File: src/rtl/rv_enc_pkg.sv
// Shared types and constants for the RV32I instruction encoder.
// Holds the instruction format encoding, a few opcode constants, the
// canonical NOP word and the signed immediate range limits.
package rv_enc_pkg;

    typedef enum logic [2:0] {
        FMT_R = 3'd0,
        FMT_I = 3'd1,
        FMT_S = 3'd2,
        FMT_B = 3'd3,
        FMT_U = 3'd4,
        FMT_J = 3'd5
    } fmt_e;

    localparam logic [6:0] OP_LUI    = 7'b0110111;
    localparam logic [6:0] OP_JAL    = 7'b1101111;
    localparam logic [6:0] OP_BRANCH = 7'b1100011;
    localparam logic [6:0] OP_STORE  = 7'b0100011;
    localparam logic [6:0] OP_IMM    = 7'b0010011;

    // addi x0, x0, 0 -- emitted in place of any word whose fields are bad
    localparam logic [31:0] INSTR_NOP = 32'h00000013;

    // Inclusive signed ranges of the datapath immediate for each format
    localparam logic signed [31:0] IMM12_MIN = -32'sd2048;
    localparam logic signed [31:0] IMM12_MAX =  32'sd2047;
    localparam logic signed [31:0] IMMB_MIN  = -32'sd4096;
    localparam logic signed [31:0] IMMB_MAX  =  32'sd4094;
    localparam logic signed [31:0] IMMJ_MIN  = -32'sd1048576;
    localparam logic signed [31:0] IMMJ_MAX  =  32'sd1048574;

endpackage

File: src/rtl/instr_encoder_imm_scatter.sv
// imm_scatter: purely combinational packer for one RV32I instruction.
// Range-checks the signed immediate for the given format, scatters its
// bits into the ISA positions and substitutes a NOP when the fields are
// unusable (out-of-range, misaligned, or an illegal format code).
module imm_scatter
    import rv_enc_pkg::*;
(
    input  logic [2:0]  fmt_i,
    input  logic [6:0]  opcode_i,
    input  logic [4:0]  rd_i,
    input  logic [4:0]  rs1_i,
    input  logic [4:0]  rs2_i,
    input  logic [2:0]  funct3_i,
    input  logic [6:0]  funct7_i,
    input  logic [31:0] imm_i,
    output logic [31:0] instr_o,
    output logic        err_o
);

    logic signed [31:0] immS;
    logic [31:0]        rawWord;
    logic               fieldErr;

    assign immS = $signed(imm_i);

    // Pack the fields for the selected format and flag unencodable immediates
    always_comb begin
        rawWord  = '0;
        fieldErr = 1'b0;
        case (fmt_i)
            FMT_R: begin
                rawWord = {funct7_i, rs2_i, rs1_i, funct3_i, rd_i, opcode_i};
            end
            FMT_I: begin
                rawWord  = {imm_i[11:0], rs1_i, funct3_i, rd_i, opcode_i};
                fieldErr = (immS < IMM12_MIN) || (immS > IMM12_MAX);
            end
            FMT_S: begin
                rawWord  = {imm_i[11:5], rs2_i, rs1_i, funct3_i, imm_i[4:0], opcode_i};
                fieldErr = (immS < IMM12_MIN) || (immS > IMM12_MAX);
            end
            FMT_B: begin
                rawWord  = {imm_i[12], imm_i[10:5], rs2_i, rs1_i, funct3_i,
                            imm_i[4:1], imm_i[11], opcode_i};
                fieldErr = (immS < IMMB_MIN) || (immS > IMMB_MAX) || imm_i[0];
            end
            FMT_U: begin
                rawWord  = {imm_i[31:12], rd_i, opcode_i};
                fieldErr = (imm_i[11:0] != 12'd0);
            end
            FMT_J: begin
                rawWord  = {imm_i[20], imm_i[10:1], imm_i[11], imm_i[19:12], rd_i, opcode_i};
                fieldErr = (immS < IMMJ_MIN) || (immS > IMMJ_MAX) || imm_i[0];
            end
            default: begin
                fieldErr = 1'b1;
            end
        endcase
    end

    assign err_o   = fieldErr;
    assign instr_o = fieldErr ? INSTR_NOP : rawWord;

endmodule

File: src/rtl/instr_encoder.sv
// instr_encoder: two-stage streaming RV32I instruction encoder.
// S1 captures the decoded fields, imm_scatter packs them and flags errors,
// S2 holds the finished word together with its byte address in instruction
// memory. Valid/ready on both sides; throughput one word per cycle.
// Optional macro INSTR_ENC_ERR_CNT_EN adds a saturating 16-bit count of
// errored words delivered (port err_cnt).
module instr_encoder
    import rv_enc_pkg::*;
#(
    parameter int                ADDR_W     = 10,
    parameter logic [ADDR_W-1:0] RESET_ADDR = '0
)(
    input  logic              clk,
    input  logic              reset,
    input  logic              in_valid,
    output logic              in_ready,
    input  logic [2:0]        in_fmt,
    input  logic [6:0]        in_opcode,
    input  logic [4:0]        in_rd,
    input  logic [4:0]        in_rs1,
    input  logic [4:0]        in_rs2,
    input  logic [2:0]        in_funct3,
    input  logic [6:0]        in_funct7,
    input  logic [31:0]       in_imm,
    output logic              out_valid,
    input  logic              out_ready,
    output logic [31:0]       out_instr,
    output logic [ADDR_W-1:0] out_addr,
    output logic              out_err
`ifdef INSTR_ENC_ERR_CNT_EN
    ,
    output logic [15:0]       err_cnt
`endif
);

    localparam logic [ADDR_W-1:0] ADDR_STEP = ADDR_W'(4);

    logic        s1Valid_q;
    logic [2:0]  s1Fmt_q;
    logic [6:0]  s1Opcode_q;
    logic [4:0]  s1Rd_q;
    logic [4:0]  s1Rs1_q;
    logic [4:0]  s1Rs2_q;
    logic [2:0]  s1Funct3_q;
    logic [6:0]  s1Funct7_q;
    logic [31:0] s1Imm_q;

    logic        s2Valid_q;
    logic [31:0] s2Instr_q;
    logic        s2Err_q;

    logic [ADDR_W-1:0] addr_q;
    logic [ADDR_W-1:0] addr_d;

    logic        s1Adv;
    logic        s2Adv;
    logic        outFire;
    logic [31:0] packedInstr;
    logic        packedErr;

    // A stage may load when it is empty or its content leaves this cycle
    assign s2Adv    = !s2Valid_q || out_ready;
    assign s1Adv    = !s1Valid_q || s2Adv;
    assign in_ready = s1Adv;
    assign outFire  = s2Valid_q && out_ready;

    // S1: capture the request fields on an input handshake
    always_ff @(posedge clk or posedge reset) begin
        if (reset) begin
            s1Valid_q  <= 1'b0;
            s1Fmt_q    <= '0;
            s1Opcode_q <= '0;
            s1Rd_q     <= '0;
            s1Rs1_q    <= '0;
            s1Rs2_q    <= '0;
            s1Funct3_q <= '0;
            s1Funct7_q <= '0;
            s1Imm_q    <= '0;
        end else if (s1Adv) begin
            s1Valid_q <= in_valid;
            if (in_valid) begin
                s1Fmt_q    <= in_fmt;
                s1Opcode_q <= in_opcode;
                s1Rd_q     <= in_rd;
                s1Rs1_q    <= in_rs1;
                s1Rs2_q    <= in_rs2;
                s1Funct3_q <= in_funct3;
                s1Funct7_q <= in_funct7;
                s1Imm_q    <= in_imm;
            end
        end
    end

    imm_scatter u_imm_scatter (
        .fmt_i    (s1Fmt_q),
        .opcode_i (s1Opcode_q),
        .rd_i     (s1Rd_q),
        .rs1_i    (s1Rs1_q),
        .rs2_i    (s1Rs2_q),
        .funct3_i (s1Funct3_q),
        .funct7_i (s1Funct7_q),
        .imm_i    (s1Imm_q),
        .instr_o  (packedInstr),
        .err_o    (packedErr)
    );

    // S2: hold the packed word; contents freeze while the consumer stalls
    always_ff @(posedge clk or posedge reset) begin
        if (reset) begin
            s2Valid_q <= 1'b0;
            s2Instr_q <= '0;
            s2Err_q   <= 1'b0;
        end else if (s2Adv) begin
            s2Valid_q <= s1Valid_q;
            if (s1Valid_q) begin
                s2Instr_q <= packedInstr;
                s2Err_q   <= packedErr;
            end
        end
    end

    // Next word address: step one word per delivered instruction, wrapping freely
    always_comb begin
        addr_d = addr_q;
        if (outFire) begin
            addr_d = addr_q + ADDR_STEP;
        end
    end

    // Address of the word currently presented at the output
    always_ff @(posedge clk or posedge reset) begin
        if (reset) begin
            addr_q <= RESET_ADDR;
        end else begin
            addr_q <= addr_d;
        end
    end

    assign out_valid = s2Valid_q;
    assign out_instr = s2Instr_q;
    assign out_err   = s2Err_q;
    assign out_addr  = addr_q;

`ifdef INSTR_ENC_ERR_CNT_EN
    logic [15:0] errCnt_q;
    logic [15:0] errCnt_d;

    // Count delivered errored words, sticking at all-ones
    always_comb begin
        errCnt_d = errCnt_q;
        if (outFire && s2Err_q && (errCnt_q != 16'hFFFF)) begin
            errCnt_d = errCnt_q + 16'd1;
        end
    end

    // Error counter register
    always_ff @(posedge clk or posedge reset) begin
        if (reset) begin
            errCnt_q <= '0;
        end else begin
            errCnt_q <= errCnt_d;
        end
    end

    assign err_cnt = errCnt_q;
`endif

endmodule

File: config.mk
export PLATFORM = sky130hd
export DESIGN_NAME = instr_encoder
export DESIGN_NICKNAME = d
export VERILOG_FILES = /design/src/rtl/rv_enc_pkg.sv /design/src/rtl/instr_encoder_imm_scatter.sv /design/src/rtl/instr_encoder.sv
export SDC_FILE = /design/constraint.sdc
export NUM_CORES = 1
export LEC_CHECK = 0
export CAP_MARGIN = 20
export CORE_MARGIN = 4
export CORE_UTILIZATION = 47
export DETAILED_ROUTE_END_ITERATION = 16
export MAX_ROUTING_LAYER = met4
export PLACE_DENSITY = 0.71
export SKIP_LAST_GASP = 1
export SLEW_MARGIN = 20
export SYNTH_ARGS = -nofsm -noshare
export SYNTH_HDL_FRONTEND = slang
export SYNTH_HIERARCHICAL = 1
export SYNTH_SLANG_ARGS = --single-unit
File: constraint.sdc
create_clock -name clk -period 7.9 [get_ports clk]
set_input_delay 1.58 -clock clk [delete_from_list [all_inputs] [get_ports clk]]
set_output_delay 1.58 -clock clk [all_outputs]
set_load 0.01 [all_outputs]
==> impl_metrics.py <==
metrics = {
    "worst_setup_path": {
        "path_delay_family": "buffers and inverters",
        "path_class": "input port to output pin",
        "crit_chain": "clkdlybuf4s50_1, nand3b_4, clkdlybuf4s50_1",
        "path_max_fanout": 4,
        "r2r_end": "out_instr[9]",
        "cp.arrival_ns": 2.81,
        "path_common_cell": "clkdlybuf4s50_1",
        "crit_path_max_incr_delay_ns": 0.54,
        "critPathBufInv": 2,
        "worstRegToRegCells": 4,
        "crit_slowest_cell": "clkdlybuf4s50_1",
        "critPathCaptureType": "output pin",
        "rr_startpoint": "s1Fmt_q[2]",
        "start_kind": "input port",
        "r2r_slack_ns": 4.81,
        "cp_num_cells": 3,
        "cp.required_ns": 6.32,
    },
    "route": {
        "drt_pass1_iterations": 4,
        "drt-total-wl_um": 12660,
        "viasPerCell": 5.554,
        "drc_errors": 0,
        "avgRoutedWirePerCell_um": 19.41,
        "dr.first_iter.drc_count": 252,
        "antenna_left": 0,
        "via_count": 3621,
    },
    "cells_and_area": {
        "antenna-diode-count": 0,
        "layout_commonest_cell": "clkdlybuf4s50_1",
        "fill_cells": 922,
        "regArea_um2": 2753,
        "final_cell_mix": "113 x clkdlybuf4s50_1, 110 x dfrtp_1, 72 x mux2_2",
        "final_cell_count_no_fill": 652,
        "multi_input_area_um2": 2537,
        "nNetsFinal": 576,
        "drive_gt1_frac": 0.3065,
        "syn2layout_area_growth_pct": 26.80,
    },
    "flow_run": {
        "max_cap_violations": 0,
    },
    "global_routing": {
        "grt-ovfl-total": 0,
        "grt.total_usage": 0.2004,
        "grt_max_degree": 68,
        "grt_pass1_vias": 3871,
        "antenna_found_initial": 0,
        "grt_pass1_wl_um": 20330,
    },
    "clocking": {
        "post_cts_resized": 0,
        "clk-insertion-delay-late_ns": 0.35,
        "cts_tree": "built",
        "clk_pin_slew_ns": 0.07,
        "hold_buffers": 0,
        "cts_inserted_buffers": 9,
        "clock_sinks": 110,
        "cts-root-buf": "clkbuf_16",
        "post_cts_buffers": 0,
        "clockBufferDepth": 2,
        "h-tree-depth": 3,
    },
    "synth": {
        "synth.distinct_cells": 42,
        "synth_area_leader_cell": "dfrtp_1",
        "syn-instance-count": 405,
        "synth_area_per_cell_um2": 13.59,
        "ys_async_sr_fraction": 1.000,
        "ys_warn_count": 6,
        "synth_area_um2": 5505,
        "yosys-top-cells-area": "dfrtp_1 50%, mux2_2 15%, mux2_4 8.2%, nor4_2 5.0%, mux2i_1 2.2%",
        "synth_edf_count": 0,
        "ys_seq_elements": 110,
        "netlist.area_leader.share": 0.5000,
        "synth-seq-area-share": 0.5000,
        "synth_flop_cell": "dfrtp_1",
    },
    "hold_path": {
        "whs_endpoint": "out_addr[9]",
        "hold_start": "out_addr[9]",
        "hold_depth": 1,
        "hp-class": "flip-flop to flip-flop",
    },
    "pwr": {
        "p_per_area_nw_per_um2": 260.9,
        "vdd_drop_max_mv": 0.1710,
        "leakage_uw": 0.002923,
    },
    "die": {
        "initial_core_util": 0.4821,
        "core_um2": 11420,
        "num_rows": 39,
        "dieArea_um2": 13510,
        "ioPinCount": 116,
        "die_x_um": 116.2,
        "dieHeight_um": 116.2,
    },
    "sta": {
        "worstMarginPinSlew_ns": 1.094,
        "setup-tns-final_ns": 0,
        "final.min_clock_period_ns": 4.386,
        "fin_crit_sh": 0.5551,
        "finalHoldViolCount": 0,
        "finalClockSkew_ns": 0.01125,
        "slew_viol_final": 0,
        "setup_violations": 0,
        "fmaxAchievable_ghz": 0.2280,
        "slew_headroom": 0.2709,
        "rsz0062_at_grt": "false",
    },
    "placement": {
        "io_buffers": 113,
        "dp_hpwl_um": 8474,
        "gp_congestion": 0.8028,
        "placed_cells": 635,
    },
    "run_status": {
        "status": "complete, no violations",
    },
}
## power breakdown
part | internal (µW) | switching, µW
clock | 289 | 209
sequential | 673 | 106
combinational | 314 | 230
## state kept, by name (all words and copies together), names as in the netlist, 3 cells and up
name        cells
s1Rs1_q         5
out_instr      32
s1Imm_q        32
s1Funct7_q      7
out_addr        8
s1Funct3_q      3
s1Rd_q          5
s1Fmt_q         3
s1Opcode_q      7
s1Rs2_q         5
## synthesized netlist by cell type, drive strengths merged, types with 6 or more instances
library cell and number:
a21oi 19, a2bb2oi 7, buf 25, dfrtp 110
mux2 102, mux2i 12, nand2 8, nor2 14
nor2b 12, nor3 6, nor4 32
## metal layers
layer	track usage	wire length (µm)	up-vias
met3	0.04974	693	16
met2	0.3200	6114	87
met5	-	0	-
met4	0.05491	190	0
met1	0.2560	5660	1840
li1	-	-	1678
## worst reg2reg max path, cell delays in order (launching register included)
cell	delay [ns]
dfrtp_1	1.00
nor2b_1	0.81
o221a_4	0.74
nor4_1	0.16
mux2_2	0.28
## layout make-up
class | count | share of cell area
Sequential cell | 110 | 0.3943
Multi-Input combinational cell | 262 | 0.3635
Inverter | 4 | 0.002509
Tap cell | 143 | 0.02563
Clock inverter | 6 | 0.01344
Clock buffer | 10 | 0.03424
Timing Repair Buffer | 117 | 0.1663
## logic make-up after synthesis
| logic type | after synthesis | synth area share |
|---|---|---|
| other | 1 | 0.0006812 |
| DFF | 110 | 0.5000 |
| AOI/OAI and AO/OA | 42 | 0.05591 |
| muxes | 114 | 0.2509 |
| buffers and inverters | 34 | 0.04409 |
| adders and majority gates | 1 | 0.002272 |
| and+or+nand+nor | 95 | 0.1334 |
| xor gates and xnor gates | 8 | 0.01273 |
## through the flow
stage / hold slack [ns] / utilization / setup WS [ns] / cell area, µm² / power, µW
final: 0.4868 / 0.6113 / 3.514 / 6980 / 1821
after global routing: 0.5029 / 0.6113 / 3.465 / 6980 / 1912
after CTS: 0.4826 / 0.6107 / 3.505 / 6973 / 1838
after detailed placement: 0.4594 / 0.5815 / 3.511 / 6640 / 1334
after global placement: 0.4740 / 0.5815 / 3.529 / 6640 / 1322
after floorplan: 0.4703 / - / 3.418 / 5509 / 1102
## worst max path at each step
stage                          from          end  slack [ns]
after floorplan               reset  out_addr[2]        3.42
after global placement    out_ready     in_ready        3.53
after detailed placement  out_ready     in_ready        3.51
after CTS                 out_ready     in_ready        3.51
after global routing      out_ready     in_ready        3.47
final                     out_ready     in_ready        3.51
Note: power is estimated with default switching activity, not from simulation.
